## src/rtl/asic_bridge_pkg.sv

```systemverilog
// asic_bridge_pkg: register sizes, init words and receiver state encoding
// shared by the bridge transmitter, the ASIC receiver and their benches.
package asic_bridge_pkg;
    localparam int SIZESRDYN_DEF  = 16;
    localparam int SIZESRSTAT_DEF = 88;
    localparam logic [15:0] DYN_INIT  = 16'hABC6;
    localparam logic [87:0] STAT_INIT = 88'h123456789ABCDEF1234567;
    typedef enum logic [1:0] {SHIFT_DYN, WAIT_STAT, SHIFT_STAT, DONE} rxState_t;
endpackage

```

## src/rtl/asic_sr_receiver_sync_bit.sv

```systemverilog
// sync_bit: depth-configurable flop chain bringing one asynchronous bit into CLK.
module sync_bit #(
    parameter int STAGES = 2
) (
    input  logic CLK,
    input  logic RST_N,
    input  logic d,
    output logic q
);
    logic [STAGES-1:0] chain;
    always_ff @(posedge CLK) begin
        if (!RST_N) chain <= '0;
        else        chain <= {chain[STAGES-2:0], d};
    end
    assign q = chain[STAGES-1];
endmodule

```

## src/rtl/asic_sr_receiver.sv

```systemverilog
// asic_sr_receiver: oversampling deserializer rebuilding the dynamic and static
// registers from the bridge's gated serial link, with frame error detection.
module asic_sr_receiver
    import asic_bridge_pkg::*;
#(
    parameter int SIZESRDYN      = SIZESRDYN_DEF,
    parameter int SIZESRSTAT     = SIZESRSTAT_DEF,
    parameter int SYNC_STAGES    = 2,
    parameter int TIMEOUT_CYCLES = 4096
) (
    input  logic                  CLK,
    input  logic                  RST_N,
    input  logic                  SCLK_in,
    input  logic                  SEL_in,
    input  logic                  MOSI_in,
    output logic [SIZESRDYN-1:0]  dyn_reg,
    output logic [SIZESRSTAT-1:0] stat_reg,
    output logic                  dyn_valid,
    output logic                  stat_valid,
    output logic                  frame_err,
    output logic                  busy
);
    localparam int TW = $clog2(TIMEOUT_CYCLES + 1);

    logic                  sclkSync, selSync, mosiSync, sclkPrev, sclkRise, toRun;
    logic [6:0]            cnt;
    logic [TW-1:0]         toCnt;
    logic [SIZESRDYN-1:0]  shDyn, dynNext;
    logic [SIZESRSTAT-1:0] shStat, statNext;
    rxState_t              state;

    sync_bit #(.STAGES(SYNC_STAGES)) uSyncSclk (.CLK(CLK), .RST_N(RST_N), .d(SCLK_in), .q(sclkSync));
    sync_bit #(.STAGES(SYNC_STAGES)) uSyncSel  (.CLK(CLK), .RST_N(RST_N), .d(SEL_in),  .q(selSync));
    sync_bit #(.STAGES(SYNC_STAGES)) uSyncMosi (.CLK(CLK), .RST_N(RST_N), .d(MOSI_in), .q(mosiSync));

    assign sclkRise = sclkSync & ~sclkPrev;
    assign dynNext  = {shDyn[SIZESRDYN-2:0], mosiSync};
    assign statNext = {shStat[SIZESRSTAT-2:0], mosiSync};
    assign toRun    = (cnt != '0) || (state == WAIT_STAT);
    assign busy     = (state == WAIT_STAT) || (state == SHIFT_STAT) || (state == SHIFT_DYN && cnt != '0);

    always_ff @(posedge CLK) begin
        if (!RST_N) begin
            state      <= SHIFT_DYN;
            cnt        <= '0;
            toCnt      <= '0;
            sclkPrev   <= 1'b0;
            shDyn      <= '0;
            shStat     <= '0;
            dyn_reg    <= '0;
            stat_reg   <= '0;
            dyn_valid  <= 1'b0;
            stat_valid <= 1'b0;
            frame_err  <= 1'b0;
        end else begin
            dyn_valid  <= 1'b0;
            stat_valid <= 1'b0;
            sclkPrev   <= sclkSync;
            toCnt      <= sclkRise ? '0 : (toRun ? toCnt + 1'b1 : toCnt);
            if (sclkRise) begin
                case (state)
                    SHIFT_DYN:
                        if (selSync) begin
                            shDyn <= dynNext;
                            if (cnt == 7'(SIZESRDYN - 1)) begin
                                dyn_reg   <= dynNext;
                                dyn_valid <= 1'b1;
                                cnt       <= '0;
                                state     <= WAIT_STAT;
                            end else begin
                                cnt <= cnt + 1'b1;
                            end
                        end else if (cnt != '0) begin
                            frame_err <= 1'b1;
                            cnt       <= '0;
                        end
                    WAIT_STAT, SHIFT_STAT:
                        if (!selSync) begin
                            shStat <= statNext;
                            if (cnt == 7'(SIZESRSTAT - 1)) begin
                                stat_reg   <= statNext;
                                stat_valid <= 1'b1;
                                cnt        <= '0;
                                state      <= DONE;
                            end else begin
                                cnt   <= cnt + 1'b1;
                                state <= SHIFT_STAT;
                            end
                        end else begin
                            // Premature SEL=1 aborts the static word but opens a new dynamic word
                            frame_err <= 1'b1;
                            shDyn     <= dynNext;
                            cnt       <= 7'd1;
                            state     <= SHIFT_DYN;
                        end
                    default:
                        if (selSync) begin
                            shDyn <= dynNext;
                            cnt   <= 7'd1;
                            state <= SHIFT_DYN;
                        end
                endcase
            end else if (toRun && toCnt == TW'(TIMEOUT_CYCLES - 1)) begin
                frame_err <= 1'b1;
                cnt       <= '0;
                state     <= SHIFT_DYN;
            end
        end
    end
endmodule

```

## config.mk

```make
export PLATFORM = sky130hd
export DESIGN_NAME = asic_sr_receiver
export DESIGN_NICKNAME = d
export VERILOG_FILES = /design/src/rtl/asic_bridge_pkg.sv /design/src/rtl/asic_sr_receiver_sync_bit.sv /design/src/rtl/asic_sr_receiver.sv
export SDC_FILE = /design/constraint.sdc
export NUM_CORES = 1
export LEC_CHECK = 0
export ABC_AREA = 1
export CAP_MARGIN = 20
export CORE_ASPECT_RATIO = 0.7
export CORE_MARGIN = 5
export CORE_UTILIZATION = 55
export DETAILED_ROUTE_END_ITERATION = 10
export PLACE_DENSITY = 0.79
export SLEW_MARGIN = 40
export SYNTH_ARGS = -nofsm -noshare
export SYNTH_HDL_FRONTEND = slang
export SYNTH_SLANG_ARGS = --single-unit
export TNS_END_PERCENT = 30
```

## constraint.sdc

```tcl
create_clock -name CLK -period 2.4 [get_ports CLK]
set_clock_uncertainty 0.15 [all_clocks]
set_input_delay 0.48 -clock CLK [delete_from_list [all_inputs] [get_ports CLK]]
set_output_delay 0.48 -clock CLK [all_outputs]
set_load 0.005 [all_outputs]
```

Word level (Yosys, flattened, before mapping)
Index checks and enable logic that the tools add are counted.
{"block": "classes", "add_sub_neg": 2, "multipliers": 0, "n_div": 0, "n_lt_le_gt_ge": 0, "n_eq_ne": 14, "shift": 0, "mux": 25, "n_bitwise": 6, "reduce_logical": 19}
{"cell": "$mux W7", "count": 8}
{"cell": "$reduce_and A4 Y1", "count": 4}
{"cell": "$pmux W7 S2", "count": 1}
{"cell": "$add A13 B1 Y13 const B", "count": 1}
{"cell": "$eq A13 B12 Y1 const B", "count": 1}
{"cell": "$mux W2", "count": 6}
{"cell": "$ne A3 B2 Y1 const B", "count": 4}
{"cell": "$mux W1", "count": 8}
{"cell": "$add A7 B1 Y7 const B", "count": 1}
{"cell": "$eq A7 B4 Y1 const B", "count": 1}
{"cell": "$eq A7 B7 Y1 const B", "count": 1}
{"cell": "$reduce_bool A7 Y1", "count": 1}
{"cell": "$ne A3 B1 Y1 const B", "count": 2}
{"cell": "$reduce_and A3 Y1", "count": 2}
{"cell": "$not A1 Y1", "count": 5}
{"cell": "$reduce_and A5 Y1", "count": 1}
{"cell": "$ne A4 B1 Y1 const B", "count": 1}
{"cell": "$ne A4 B2 Y1 const B", "count": 1}
{"cell": "$pmux W2 S2", "count": 1}
{"cell": "$reduce_or A2 Y1", "count": 2}
{"cell": "$reduce_or A4 Y1", "count": 1}
{"cell": "$logic_or A1 B1 Y1", "count": 3}
{"cell": "$ne A3 B3 Y1 const B", "count": 1}
{"cell": "$eq A2 B1 Y1 const B", "count": 1}
{"cell": "7 further kinds", "count": 8}
{"block": "word_totals", "ff_bits": 238, "latchBits": 0, "ramBits": 0, "romBits": 0, "in_bits": 5, "output_inout_bits": 108, "word_cells": 80, "n_memories": 0}

Longest topological paths before layout
{"block": "logic_depth", "ltp_word": 5, "depth_mapped": 12, "ltp_nobuf": 11}

By module
Synthesis repeated with hierarchy kept, for this count alone.
{"block": "hier_totals", "cells_unflattened": 1083, "hier_area_um2": 8750.9}
{"module": "asic_sr_receiver", "instances": 1, "cells_per_inst": 1065, "area_each_um2": 8585.7, "seq_area_each_um2": 4644.5}
{"module": "sync_bit", "instances": 3, "cells_per_inst": 6, "area_each_um2": 55.1, "seq_area_each_um2": 40.0}

Least setup slack after synthesis
Ideal clock, no wire load.
{"block": "synth_path", "path_kind": "reg2reg", "startpoint": "register state[0]", "endpoint": "register stat_reg[86]", "setup_time_ns": 0.069, "arrival_ns": 1.674, "required_time_ns": 2.181, "path_slack_ns": 0.507, "stages_incl_launch_ff": 13, "n_path_buf": 2, "synth_period_minus_slack_ns": 1.893, "cell_sequence": "dfxtp_1 inv_1 ha_1 inv_2 nor2_4 inv_2 nor2_8 nand3_4 nor2_4 inv_2 buf_6 buf_6 o21ai_1"}
{"block": "synth_between", "elab_chain_cells": 3, "word_cells_on_any_way": 4, "classes_between": "2 x eq/ne; 2 x reduce/logical"}
{"item": "start, declared", "line_no": "asic_sr_receiver.sv:30", "source": "rxState_t state;"}
{"item": "start signal, assigned", "line_no": "asic_sr_receiver.sv:44", "source": "state <= SHIFT_DYN;"}
{"item": "start signal, assigned", "line_no": "asic_sr_receiver.sv:69", "source": "state <= WAIT_STAT;"}
{"item": "start signal, assigned", "line_no": "asic_sr_receiver.sv:84", "source": "state <= DONE;"}
{"item": "$eq A2 B1 Y1 or $eq A2 B2 Y1 (tied branches)", "line_no": "asic_sr_receiver.sv:61", "source": "case (state)"}
{"item": "$reduce_or A2 Y1 (*)", "line_no": "asic_sr_receiver.sv:61"}
{"item": "$reduce_and A4 Y1 (no source line) (*)"}
{"item": "end signal, assigned", "line_no": "asic_sr_receiver.sv:81", "source": "stat_reg <= statNext;"}
{"item": "end, declared", "line_no": "asic_sr_receiver.sv:17", "source": "output logic [SIZESRSTAT-1:0] stat_reg,"}
Mark *: on every way between the ends. The rest lies on a longest branch, timed or not.
A chain may end at the register's enable or synchronous reset.

Worst setup path after layout
{"block": "layout_path", "startpoint": "register state[0]", "endpoint": "output busy"}
{"block": "layout_between", "elab_chain_cells": 3, "word_cells_on_any_way": 6, "classes_between": "2 x eq/ne; 4 x reduce/logical"}
{"item": "$eq A2 B1 Y1, or another cell as far along", "line_no": "asic_sr_receiver.sv:40", "source": "assign busy = (state == WAIT_STAT) || (state == SHIFT_STAT) || (state == SHIFT_DYN && cnt != '0);"}
{"item": "$logic_or A1 B1 Y1 or $logic_and A1 B1 Y1 (tied branches)", "line_no": "asic_sr_receiver.sv:40"}
{"item": "$logic_or A1 B1 Y1 (*)", "line_no": "asic_sr_receiver.sv:40"}
{"item": "end, declared", "line_no": "asic_sr_receiver.sv:21", "source": "output logic busy"}
Marks and branches as above.

==> impl_metrics.env <==
export IMPL_start_util_pct=56.1
export IMPL_startpoint="state[0]$_SDFFE_PN0P_"
export IMPL_postPlaceCellArea_um2=9920
export IMPL_yosys_warnings=0
export IMPL_grt_ovfl_total=0
export IMPL_numCtsBuffers=22
export IMPL_ios=113
export IMPL_dieArea_um2=18400
export IMPL_place_ws_ns=0.215
export IMPL_finalSetupTns_ns=0
export IMPL_setup_slack_ns=0.0736
export IMPL_synth_edf_count=0
export IMPL_start_kind="register"
export IMPL_cp_endpoint="busy"
export IMPL_maxCapViolations=0
export IMPL_drt_iter0_markers=528
export IMPL_setup_viol=0
export IMPL_max_freq_mhz=430
export IMPL_path_buf_inv=3
export IMPL_cts_tree="done"
export IMPL_synth_top_cell_by_area="dfxtp_1"
export IMPL_drc_errors=0
export IMPL_grt_pass1_vias=6621
export IMPL_die_h_um=115
export IMPL_slew_viol_final=0
export IMPL_hold_viol_final=0
export IMPL_seqPwrFrac_pct=51.6
export IMPL_portBuffers=112
export IMPL_p_clk_share_pct=45.3
export IMPL_core_rowCount=38
export IMPL_clk_pin_slew_ns=0.06
export IMPL_arrival_ns=1.70
export IMPL_worst_setup_path_type="reg2out"
export IMPL_core_um2=15500
export IMPL_area_growth_syn_to_layout_pct=23.3
export IMPL_p_leak_nw=3.80
export IMPL_synth_cell_types=29
export IMPL_postSynthCellCount=1075
export IMPL_worstHoldPathType="in2reg"
export IMPL_rr_startpoint="state[0]$_SDFFE_PN0P_"
export IMPL_largest_reg_flops=88
export IMPL_syn_mean_instance_area_um2=8.06
export IMPL_wl_per_cell_um=13.8
export IMPL_min_period_ns=2.33
export IMPL_die_w_um=160
export IMPL_layout_nets=1171
export IMPL_grt_total_usage_pct=19.9
export IMPL_worstPathCellList="inv_1 > ha_1 > inv_2 > nand2_1 > dlygate4sd2_1"
export IMPL_async_flop_share_pct=0
export IMPL_cts_buffer_depth=3
export IMPL_r2r_slack_ns=0.12
export IMPL_finalWirelength_um=18900
export IMPL_ys_seq_area_share_pct=55.0
export IMPL_synth_seq_cells=238
export IMPL_postLayoutCellArea_um2=10700
export IMPL_synth_area_um2=8660
export IMPL_outcome="finished, final reports clean"
export IMPL_worst_r2r_path_depth=10
export IMPL_post_route_period_util_pct=96.9
export IMPL_clock_sinks=238
export IMPL_vias=7239
export IMPL_end_kind="primary output"
export IMPL_drive_gt1_share_pct=6.14
export IMPL_crit_family="buffers and inverters"
export IMPL_via_per_inst=5.28
export IMPL_worstSetupPathDepth=5
export IMPL_post_synth_main_area_contributors="dfxtp_1 (55%), a21oi_1 (7.2%), o21ai_0 (7.2%)"
export IMPL_slowest_stage="dfxtp_1"
export IMPL_reg2reg_to="cnt[1]$_SDFFE_PN0P_"
export IMPL_cp_data_required_time_ns=1.77
export IMPL_drtAntennaViolNets=0
export IMPL_slew_limit_headroom_pct=53.0
export IMPL_antenna_found_initial=0
export IMPL_worst_pin_slew_ns=0.704
export IMPL_grt_pass1_wl_um=31500
export IMPL_synth_top_area_share_pct=55.0
export IMPL_cp_max_fo=4
export IMPL_synthFlopType="dfxtp_1"
export IMPL_mappedNetlistNets=1086
export IMPL_p_comb_share_pct=3.1
export IMPL_antenna_cells=0
export IMPL_htreeDepth=1
export IMPL_p_int_mw=6.16
export IMPL_switching_share_pct=20.4
export IMPL_p_sw_mw=1.57
export IMPL_gp_congestion=0.860
export IMPL_cts_root_buffer="clkbuf_16"
export IMPL_pwr_density_cell_nw_per_um2=724
export IMPL_drtPass1Iterations=5
export IMPL_hpwl_um=11800
export IMPL_total_power_mw=7.73
export IMPL_crit_path_max_incr_delay_ns=0.36
export IMPL_clock_latency_ns=0.49
export IMPL_cts_hold_buf=0
export IMPL_peakVddDrop_mv=0.411
export IMPL_grt_max_degree=122
==> cell usage in the layout, fill, tap and decap left out, drive strengths merged <==
| cell | instances |
|---|---|
| o21bai | 2 |
| dfxtp | 238 |
| or2 | 4 |
| xor2 | 1 |
| nor3 | 7 |
| bufinv | 2 |
| o211ai | 1 |
| clkbuf | 32 |
| nor2 | 64 |
| ha | 6 |
| nand2 | 97 |
| clkdlybuf4s50 | 110 |
| o21ai | 196 |
| dlygate4sd2 | 1 |
| a21oi | 125 |
| clkinv | 4 |
| a31oi | 1 |
| buf | 18 |
| inv | 140 |
| nand3 | 121 |
| a211oi | 1 |
| nand4 | 1 |
==> synthesized netlist by cell type (3+ instances only) <==
| cell | number |
|---|---|
| dfxtp_1 | 238 |
| inv_1 | 136 |
| a21oi_1 | 125 |
| o21ai_0 | 124 |
| nand3_1 | 119 |
| nand2_1 | 96 |
| o21ai_1 | 72 |
| nor2_1 | 61 |
| clkbuf_1 | 48 |
| buf_2 | 11 |
| nor3_1 | 7 |
| ha_1 | 6 |
| buf_6 | 5 |
| inv_2 | 4 |
| or2_2 | 4 |
| buf_1 | 3 |
==> tightest hold or removal path, delay by kind of cell <==
kind                   cells  cell delay [ns]
buffers and inverters      1             0.14
AND/OR/NAND/NOR            2             0.11
==> cells by family after synthesis <==
| kind of cell | Yosys count | synth area share (%) |
|---|---|---|
| AO/OA/AOI/OAI | 326 | 19.0 |
| adder cells (fa/ha/maj) | 6 | 0.867 |
| buffers and inverters | 210 | 9.74 |
| flip-flops | 238 | 55.0 |
| XOR/XNOR | 1 | 0.101 |
| AND/OR/NAND/NOR | 294 | 15.3 |
==> what timing repair did <==
| action | in CTS | in global routing |
|---|---|---|
| setup buffers | 1 | 2 |
| endpoints found under the setup margin | 1 | 1 |
| resized for setup | 5 | 5 |
| pin swaps | 1 | 1 |
==> power groups by stage <==
stage	Combinational [mW]	Sequential (mW)	Clock, mW
finish	0.236	3.99	3.50
CTS	0.229	3.99	3.58
floorplan	0.172	4.07	0
global route	0.269	3.99	3.74
detailed placement	0.225	4.08	0
global placement	0.224	4.08	0
==> routing by layer <==
metal / track usage, % / share of wire, % / vias up
li1: - / - / 3692
met3: 4.19 / 6.2 / 20
met1: 28.4 / 48 / 3334
met2: 31.5 / 45 / 193
met4: 4.18 / 1.4 / 0
met5: 0 / 0 / -
==> per-stage QoR <==
stage | utilization, % | cells | hold WS, ns
after floorplan | - | 1075 | 0.240
after global placement | 64.2 | 1333 | 0.248
after detailed placement | 64.2 | 1333 | 0.253
after CTS | 69.0 | 1370 | 0.116
after global routing | 69.1 | 1372 | 0.126
final | 69.1 | 1372 | 0.135
==> layout make-up <==
type | count | area [um^2]
clock buffers | 32 | 659
clock inverters | 4 | 70.1
fillers | 1218 | 4770
inverters | 142 | 536
multi-input cells | 627 | 3070
flip-flops and latches | 238 | 4770
well taps | 200 | 250
repair buffers | 129 | 1330
==> worst min-delay path by stage <==
| stage | slack, ns | endpoint | startpoint | cells after the start |
|---|---|---|---|---|
| after floorplan | 0.24 | uSyncMosi.chain[1]$_SDFF_PN0_ | uSyncMosi.chain[0]$_SDFF_PN0_ | 2 |
| after global placement | 0.25 | uSyncSclk.chain[1]$_SDFF_PN0_ | uSyncSclk.chain[0]$_SDFF_PN0_ | 2 |
| after detailed placement | 0.25 | uSyncSclk.chain[1]$_SDFF_PN0_ | uSyncSclk.chain[0]$_SDFF_PN0_ | 2 |
| after CTS | 0.12 | cnt[6]$_SDFFE_PN0P_ | RST_N | 3 |
| after global routing | 0.13 | cnt[6]$_SDFFE_PN0P_ | RST_N | 3 |
| final | 0.13 | cnt[6]$_SDFFE_PN0P_ | RST_N | 3 |
(Power assumes the default switching activity.)
